### src/rtl/reg_dump_reader.sv
// reg_dump_reader: walks the register file debug port from FIRST_REG to
// LAST_REG and streams each value, tagged with its index, over valid/ready.
//
// Optional feature: define REG_DUMP_CHECKSUM_EN to append one checksum beat
// (XOR of every dumped value) after the LAST_REG beat.
//
// Ports:
//   clk          rising-edge clock
//   startin      synchronous active-high reset
//   start        one-cycle dump request (honoured only in IDLE)
//   abort        terminates a dump in progress
//   regNo        register index driven to the register file debug port
//   val          register contents returned for regNo
//   out_valid    out_data / out_idx hold a beat
//   out_ready    consumer accepts the beat
//   out_data     dumped value or checksum word
//   out_idx      register index of the beat (0 on the checksum beat)
//   out_last     final beat of the dump
//   out_is_csum  beat is the checksum word
//   busy         high in every state except IDLE
//   done         one-cycle pulse after the final beat is accepted
module reg_dump_reader #(
    parameter int unsigned FIRST_REG = 0,
    parameter int unsigned LAST_REG  = 31
) (
    input  logic        clk,
    input  logic        startin,
    input  logic        start,
    input  logic        abort,
    output logic [4:0]  regNo,
    input  logic [31:0] val,
    output logic        out_valid,
    input  logic        out_ready,
    output logic [31:0] out_data,
    output logic [4:0]  out_idx,
    output logic        out_last,
    output logic        out_is_csum,
    output logic        busy,
    output logic        done
);

    localparam int unsigned IDX_W  = 5;
    localparam int unsigned DATA_W = 32;

    localparam logic [IDX_W-1:0] FIRST_IDX = IDX_W'(FIRST_REG);
    localparam logic [IDX_W-1:0] LAST_IDX  = IDX_W'(LAST_REG);

    typedef enum logic [2:0] {
        ST_IDLE,
        ST_ADDR,
        ST_SAMPLE,
        ST_SEND,
`ifdef REG_DUMP_CHECKSUM_EN
        ST_CSUM,
`endif
        ST_DONE
    } state_t;

    state_t state;

    // regNo doubles as the index counter; it only moves when leaving SEND.
    logic at_last;
    assign at_last = (regNo == LAST_IDX);

`ifdef REG_DUMP_CHECKSUM_EN
    logic [DATA_W-1:0] csum_acc;
`else
    assign out_is_csum = 1'b0;
`endif

    // Dump sequencer with registered outputs.
    always_ff @(posedge clk) begin
        if (startin) begin
            state     <= ST_IDLE;
            regNo     <= '0;
            out_valid <= 1'b0;
            out_data  <= '0;
            out_idx   <= '0;
            out_last  <= 1'b0;
            busy      <= 1'b0;
            done      <= 1'b0;
`ifdef REG_DUMP_CHECKSUM_EN
            out_is_csum <= 1'b0;
            csum_acc    <= '0;
`endif
        end else if (state != ST_IDLE && abort) begin
            // A beat handshaked this cycle is already delivered; just stop.
            state     <= ST_IDLE;
            out_valid <= 1'b0;
            out_last  <= 1'b0;
            busy      <= 1'b0;
            done      <= 1'b0;
`ifdef REG_DUMP_CHECKSUM_EN
            out_is_csum <= 1'b0;
`endif
        end else begin
            done <= 1'b0;
            unique case (state)
                ST_IDLE: begin
                    if (start && !abort) begin
                        regNo <= FIRST_IDX;
                        busy  <= 1'b1;
                        state <= ST_ADDR;
`ifdef REG_DUMP_CHECKSUM_EN
                        csum_acc <= '0;
`endif
                    end
                end
                ST_ADDR: begin
                    state <= ST_SAMPLE;
                end
                ST_SAMPLE: begin
                    out_data  <= val;
                    out_idx   <= regNo;
                    out_valid <= 1'b1;
`ifdef REG_DUMP_CHECKSUM_EN
                    csum_acc  <= csum_acc ^ val;
                    out_last  <= 1'b0;
`else
                    out_last  <= at_last;
`endif
                    state     <= ST_SEND;
                end
                ST_SEND: begin
                    if (out_ready) begin
                        // Compare before incrementing so LAST_REG=31 never wraps.
                        if (at_last) begin
`ifdef REG_DUMP_CHECKSUM_EN
                            out_data    <= csum_acc;
                            out_idx     <= '0;
                            out_is_csum <= 1'b1;
                            out_last    <= 1'b1;
                            state       <= ST_CSUM;
`else
                            out_valid <= 1'b0;
                            out_last  <= 1'b0;
                            done      <= 1'b1;
                            state     <= ST_DONE;
`endif
                        end else begin
                            regNo     <= regNo + IDX_W'(1);
                            out_valid <= 1'b0;
                            out_last  <= 1'b0;
                            state     <= ST_ADDR;
                        end
                    end
                end
`ifdef REG_DUMP_CHECKSUM_EN
                ST_CSUM: begin
                    if (out_ready) begin
                        out_valid   <= 1'b0;
                        out_last    <= 1'b0;
                        out_is_csum <= 1'b0;
                        done        <= 1'b1;
                        state       <= ST_DONE;
                    end
                end
`endif
                ST_DONE: begin
                    busy  <= 1'b0;
                    state <= ST_IDLE;
                end
                default: begin
                    state <= ST_IDLE;
                end
            endcase
        end
    end

endmodule

### config.mk
export PLATFORM = sky130hd
export DESIGN_NAME = reg_dump_reader
export DESIGN_NICKNAME = d
export VERILOG_FILES = /design/src/rtl/reg_dump_reader.sv
export SDC_FILE = /design/constraint.sdc
export NUM_CORES = 1
export LEC_CHECK = 0
export ABC_AREA = 1
export CAP_MARGIN = 20
export CELL_PAD_IN_SITES_DETAIL_PLACEMENT = 1
export CELL_PAD_IN_SITES_GLOBAL_PLACEMENT = 2
export CORE_MARGIN = 2
export CORE_UTILIZATION = 22
export CTS_CLUSTER_SIZE = 12
export DETAILED_ROUTE_END_ITERATION = 12
export GPL_ROUTABILITY_DRIVEN = 1
export PLACE_DENSITY_LB_ADDON = 0.1
export SYNTH_ARGS = -nofsm -noshare
export SYNTH_HDL_FRONTEND = slang
export SYNTH_SLANG_ARGS = --single-unit
### constraint.sdc
create_clock -name clk -period 1.7 [get_ports clk]
set_input_delay 0.255 -clock clk [delete_from_list [all_inputs] [get_ports clk]]
set_output_delay 0.255 -clock clk [all_outputs]
set_load 0.1 [all_outputs]
==> flow_summary.yaml <==
status:
  status: "complete, no violations"
worst_setup_path:
  cp_common_cell: "nand2_1"
  cpPeakStageDelay_ns: 0.35
  crit_path_start: "regNo[0]"
  worstSetupStartpointType: "flop"
  timing.rr.end: "regNo[1]"
  r2r-start: "regNo[0]"
  critPathMaxFanout: 8
  end_kind: "flop"
  r2r_slack_ns: 0.17
  slowest_stage: "dfxtp_4"
  crit_type: "reg2reg"
  endpoint: "regNo[1]"
  crit_family: "simple AND/OR/NAND/NOR gates"
  cp.depth: 10
  rr_worst_depth: 10
  critical_path_arrival_ns: 1.73
  crit_chain: "ha_1 -> nand2_1 -> nor2_1 -> ha_2 -> nand4_1 -> nand3_2 -> nor2_4 -> nand2_1 -> nand2_1 -> nor2_1"
  cp.buffers_inverters: 0
  cp.required_ns: 1.90
cells_and_area:
  drive_gt1_share_pct: 21.8
  syn_to_final_growth_pct: 76.8
  final_cells: 443
  fin_area_um2: 3460
  utilization_pct: 39.9
  nets: 373
  n_antenna_cell: 0
yosys:
  synth_nets: 293
  synth_cells: 254
  synth_top_family_by_area: "compound AO/OA/AOI/OAI gates"
  synth_fa_ha_area_share_pct: 1.28
  yosysWarnings: 0
  synth_area_um2: 1960
  synth-seq-cells: 49
  synth_xor_area_share_pct: 0
  synthMuxAreaShare_pct: 0
  avgSynthCellArea_um2: 7.71
  ys_seq_area_share_pct: 50.1
  yosys.area_share.simple_pct: 14.4
  synth_compound_area_share_pct: 21.6
  synthDistinctLibCells: 26
sta:
  timing.fmax_mhz: 652
  timing.final.crit_period_ns: 1.53
  fin_crit_sh_pct: 90.2
  setup_tns_ns: 0
  fin_skew_ns: 0.00784
  hold_violations: 0
  slew_viol_final: 0
  grt_setup_unrepaired: "false"
  hold-worst-slack_ns: 0.485
  setup_viol: 0
global_routing:
  grt_pass1_wl_mm: 8.89
  antenna_found_initial: 0
  grt_pass1_vias: 1787
  grt_max_degree: 75
  overflow: 0
  grt.total_usage_pct: 11.4
clock_network:
  clockBufferDepth: 2
  post_cts_buffers: 0
  cts_num_sinks: 49
  cts.clk_slew.worst_paths_ns: 0.10
  insertion_delay_ns: 0.30
  cts_tree: "done"
  htreeDepth: 2
  cts_buffers: 5
  root_buffer: "clkbuf_8"
  cts_hold_buf: 0
power:
  pwr-share-clk_pct: 13.0
  p_seq_share_pct: 29.1
  power_leakage_nw: 1.30
  switching_share_pct: 49.4
  pwr-share-comb_pct: 57.9
  internal-power_w: 0.00287
  p_sw_w: 0.00280
  powerDensity_nw_per_um2: 1640
  vdd_drop_max_mv: 0.741
run:
  maxCapViolCount: 0
die:
  dieWidth_um: 98.4
  dieArea_um2: 9680
  pin_count: 84
  start_util_pct: 22.6
  num_rows: 34
  fp.dieH_um: 98.4
  core-area_um2: 8680
route:
  vias: 1861
  drc: 0
  drtIter0Drc: 32
  viasPerCell: 4.20
  wl_mm: 5.43
  drt_first_pass_iters: 4
  drtAntennaViolNets: 0
  wl_per_cell_um: 12.3
placement:
  dp_cells: 435
  numPortBuffers: 82
  dpl.hpwl_mm: 4.03
  gp_congestion: 0.746
  dpl-instance-area_um2: 3370
hold_path:
  hold_path_class: "reg2reg"
  worstHoldStart: "out_idx[0]"
worst reg2reg max path, stage by stage, from the launching register on:
cell	delay, ns
dfxtp_4	0.35
ha_1	0.20
nand2_1	0.08
nor2_1	0.05
ha_2	0.18
nand4_1	0.08
nand3_2	0.10
nor2_4	0.22
nand2_1	0.09
nand2_1	0.07
nor2_1	0.04
how the worst min path moves through the flow:
stage / to / slack (ns) / depth (start not counted)
3_3_place_gp: out_data[24] / 0.47 / 2
2_1_floorplan: regNo[2] / 0.32 / 1
6_report: out_idx[0] / 0.48 / 2
3_5_place_dp: out_idx[0] / 0.48 / 2
4_1_cts: out_data[30] / 0.49 / 2
5_1_grt: out_data[3] / 0.51 / 2
kinds of logic after synthesis:
group	after synthesis
other cells	1
flops	49
compound gates	83
fa+ha+maj	2
simple gates	59
buf+inv	60
layout by cell type (no fill, tap or decap), types with 4 or more instances in the layout:
cell type	n
clkbuf_8	6
nand3_1	8
nor2_1	13
a21oi_1	42
inv_1	44
dfxtp_1	44
nand2_1	25
clkdlybuf4s50_1	36
buf_4	4
o21ai_0	32
o21ai_1	5
buf_12	47
flip-flops by register name (all words and copies together), names as in the netlist:
signal / cells
out_valid: 1
regNo: 5
done: 1
out_last: 1
state: 3
busy: 1
out_data: 32
out_idx: 5
area by class of cell:
type                            instances  area (um2)
Multi-Input combinational cell        145         737
Inverter                               46         173
Timing Repair Buffer                   87        1330
Tap cell                              108         135
Clock buffer                            6        82.6
Fill cell                            1008        5210
Sequential cell                        49         992
Clock inverter                          2        13.8
power groups by stage:
stage	Sequential, W	Clock, W	Combinational [W]
2_1_floorplan	0.00306	0	0.000695
3_3_place_gp	0.00168	0	0.00329
3_5_place_dp	0.00169	0	0.00332
4_1_cts	0.00166	0.000783	0.00332
5_1_grt	0.00169	0.000827	0.00347
6_report	0.00165	0.000735	0.00329
metal layers:
layer / vias up / share of wire (%) / GRT usage (%)
met2: 47 / 47 / 18.1
met4: 0 / 1.3 / 3.48
li1: 974 / - / -
met3: 6 / 5.3 / 2.79
met1: 834 / 46 / 15.3
met5: - / 0 / 0
Yosys cell counts:
| master | number | area (um2) |
|---|---|---|
| buf_2 | 6 | 30.0 |
| nand2_2 | 1 | 6.26 |
| nand3_2 | 1 | 10.0 |
| conb_1 | 1 | 3.75 |
| clkbuf_1 | 4 | 15.0 |
| buf_4 | 3 | 22.5 |
| a31oi_1 | 1 | 6.26 |
| o21ai_1 | 5 | 25.0 |
| nand3_1 | 8 | 40.0 |
| buf_1 | 1 | 3.75 |
| inv_2 | 2 | 7.51 |
| nand2_1 | 25 | 93.8 |
| or2_2 | 1 | 6.26 |
| o21bai_1 | 2 | 15.0 |
| nand4_1 | 3 | 18.8 |
| ha_1 | 2 | 25.0 |
| dfxtp_1 | 49 | 981 |
| inv_1 | 44 | 165 |
| nor2_4 | 3 | 33.8 |
| a211oi_1 | 1 | 7.51 |
| nor3b_1 | 1 | 7.51 |
| nor3_1 | 2 | 10.0 |
| and2_1 | 1 | 6.26 |
| nor2_1 | 13 | 48.8 |
| o21ai_0 | 32 | 160 |
| a21oi_1 | 42 | 210 |
stage by stage:
step	setup WS, ns	total power [W]
5_1_grt	0.00926	0.00598
3_3_place_gp	0.131	0.00497
2_1_floorplan	0.0835	0.00375
4_1_cts	0.103	0.00576
6_report	0.166	0.00567
3_5_place_dp	0.0292	0.00500
timing repair:
action | CTS | global route
endpoints found under the setup margin | 0 | 4
hold endpoints to repair | 0 | 0
resized for setup | 0 | 1
Power figures use the tool's default switching activity.
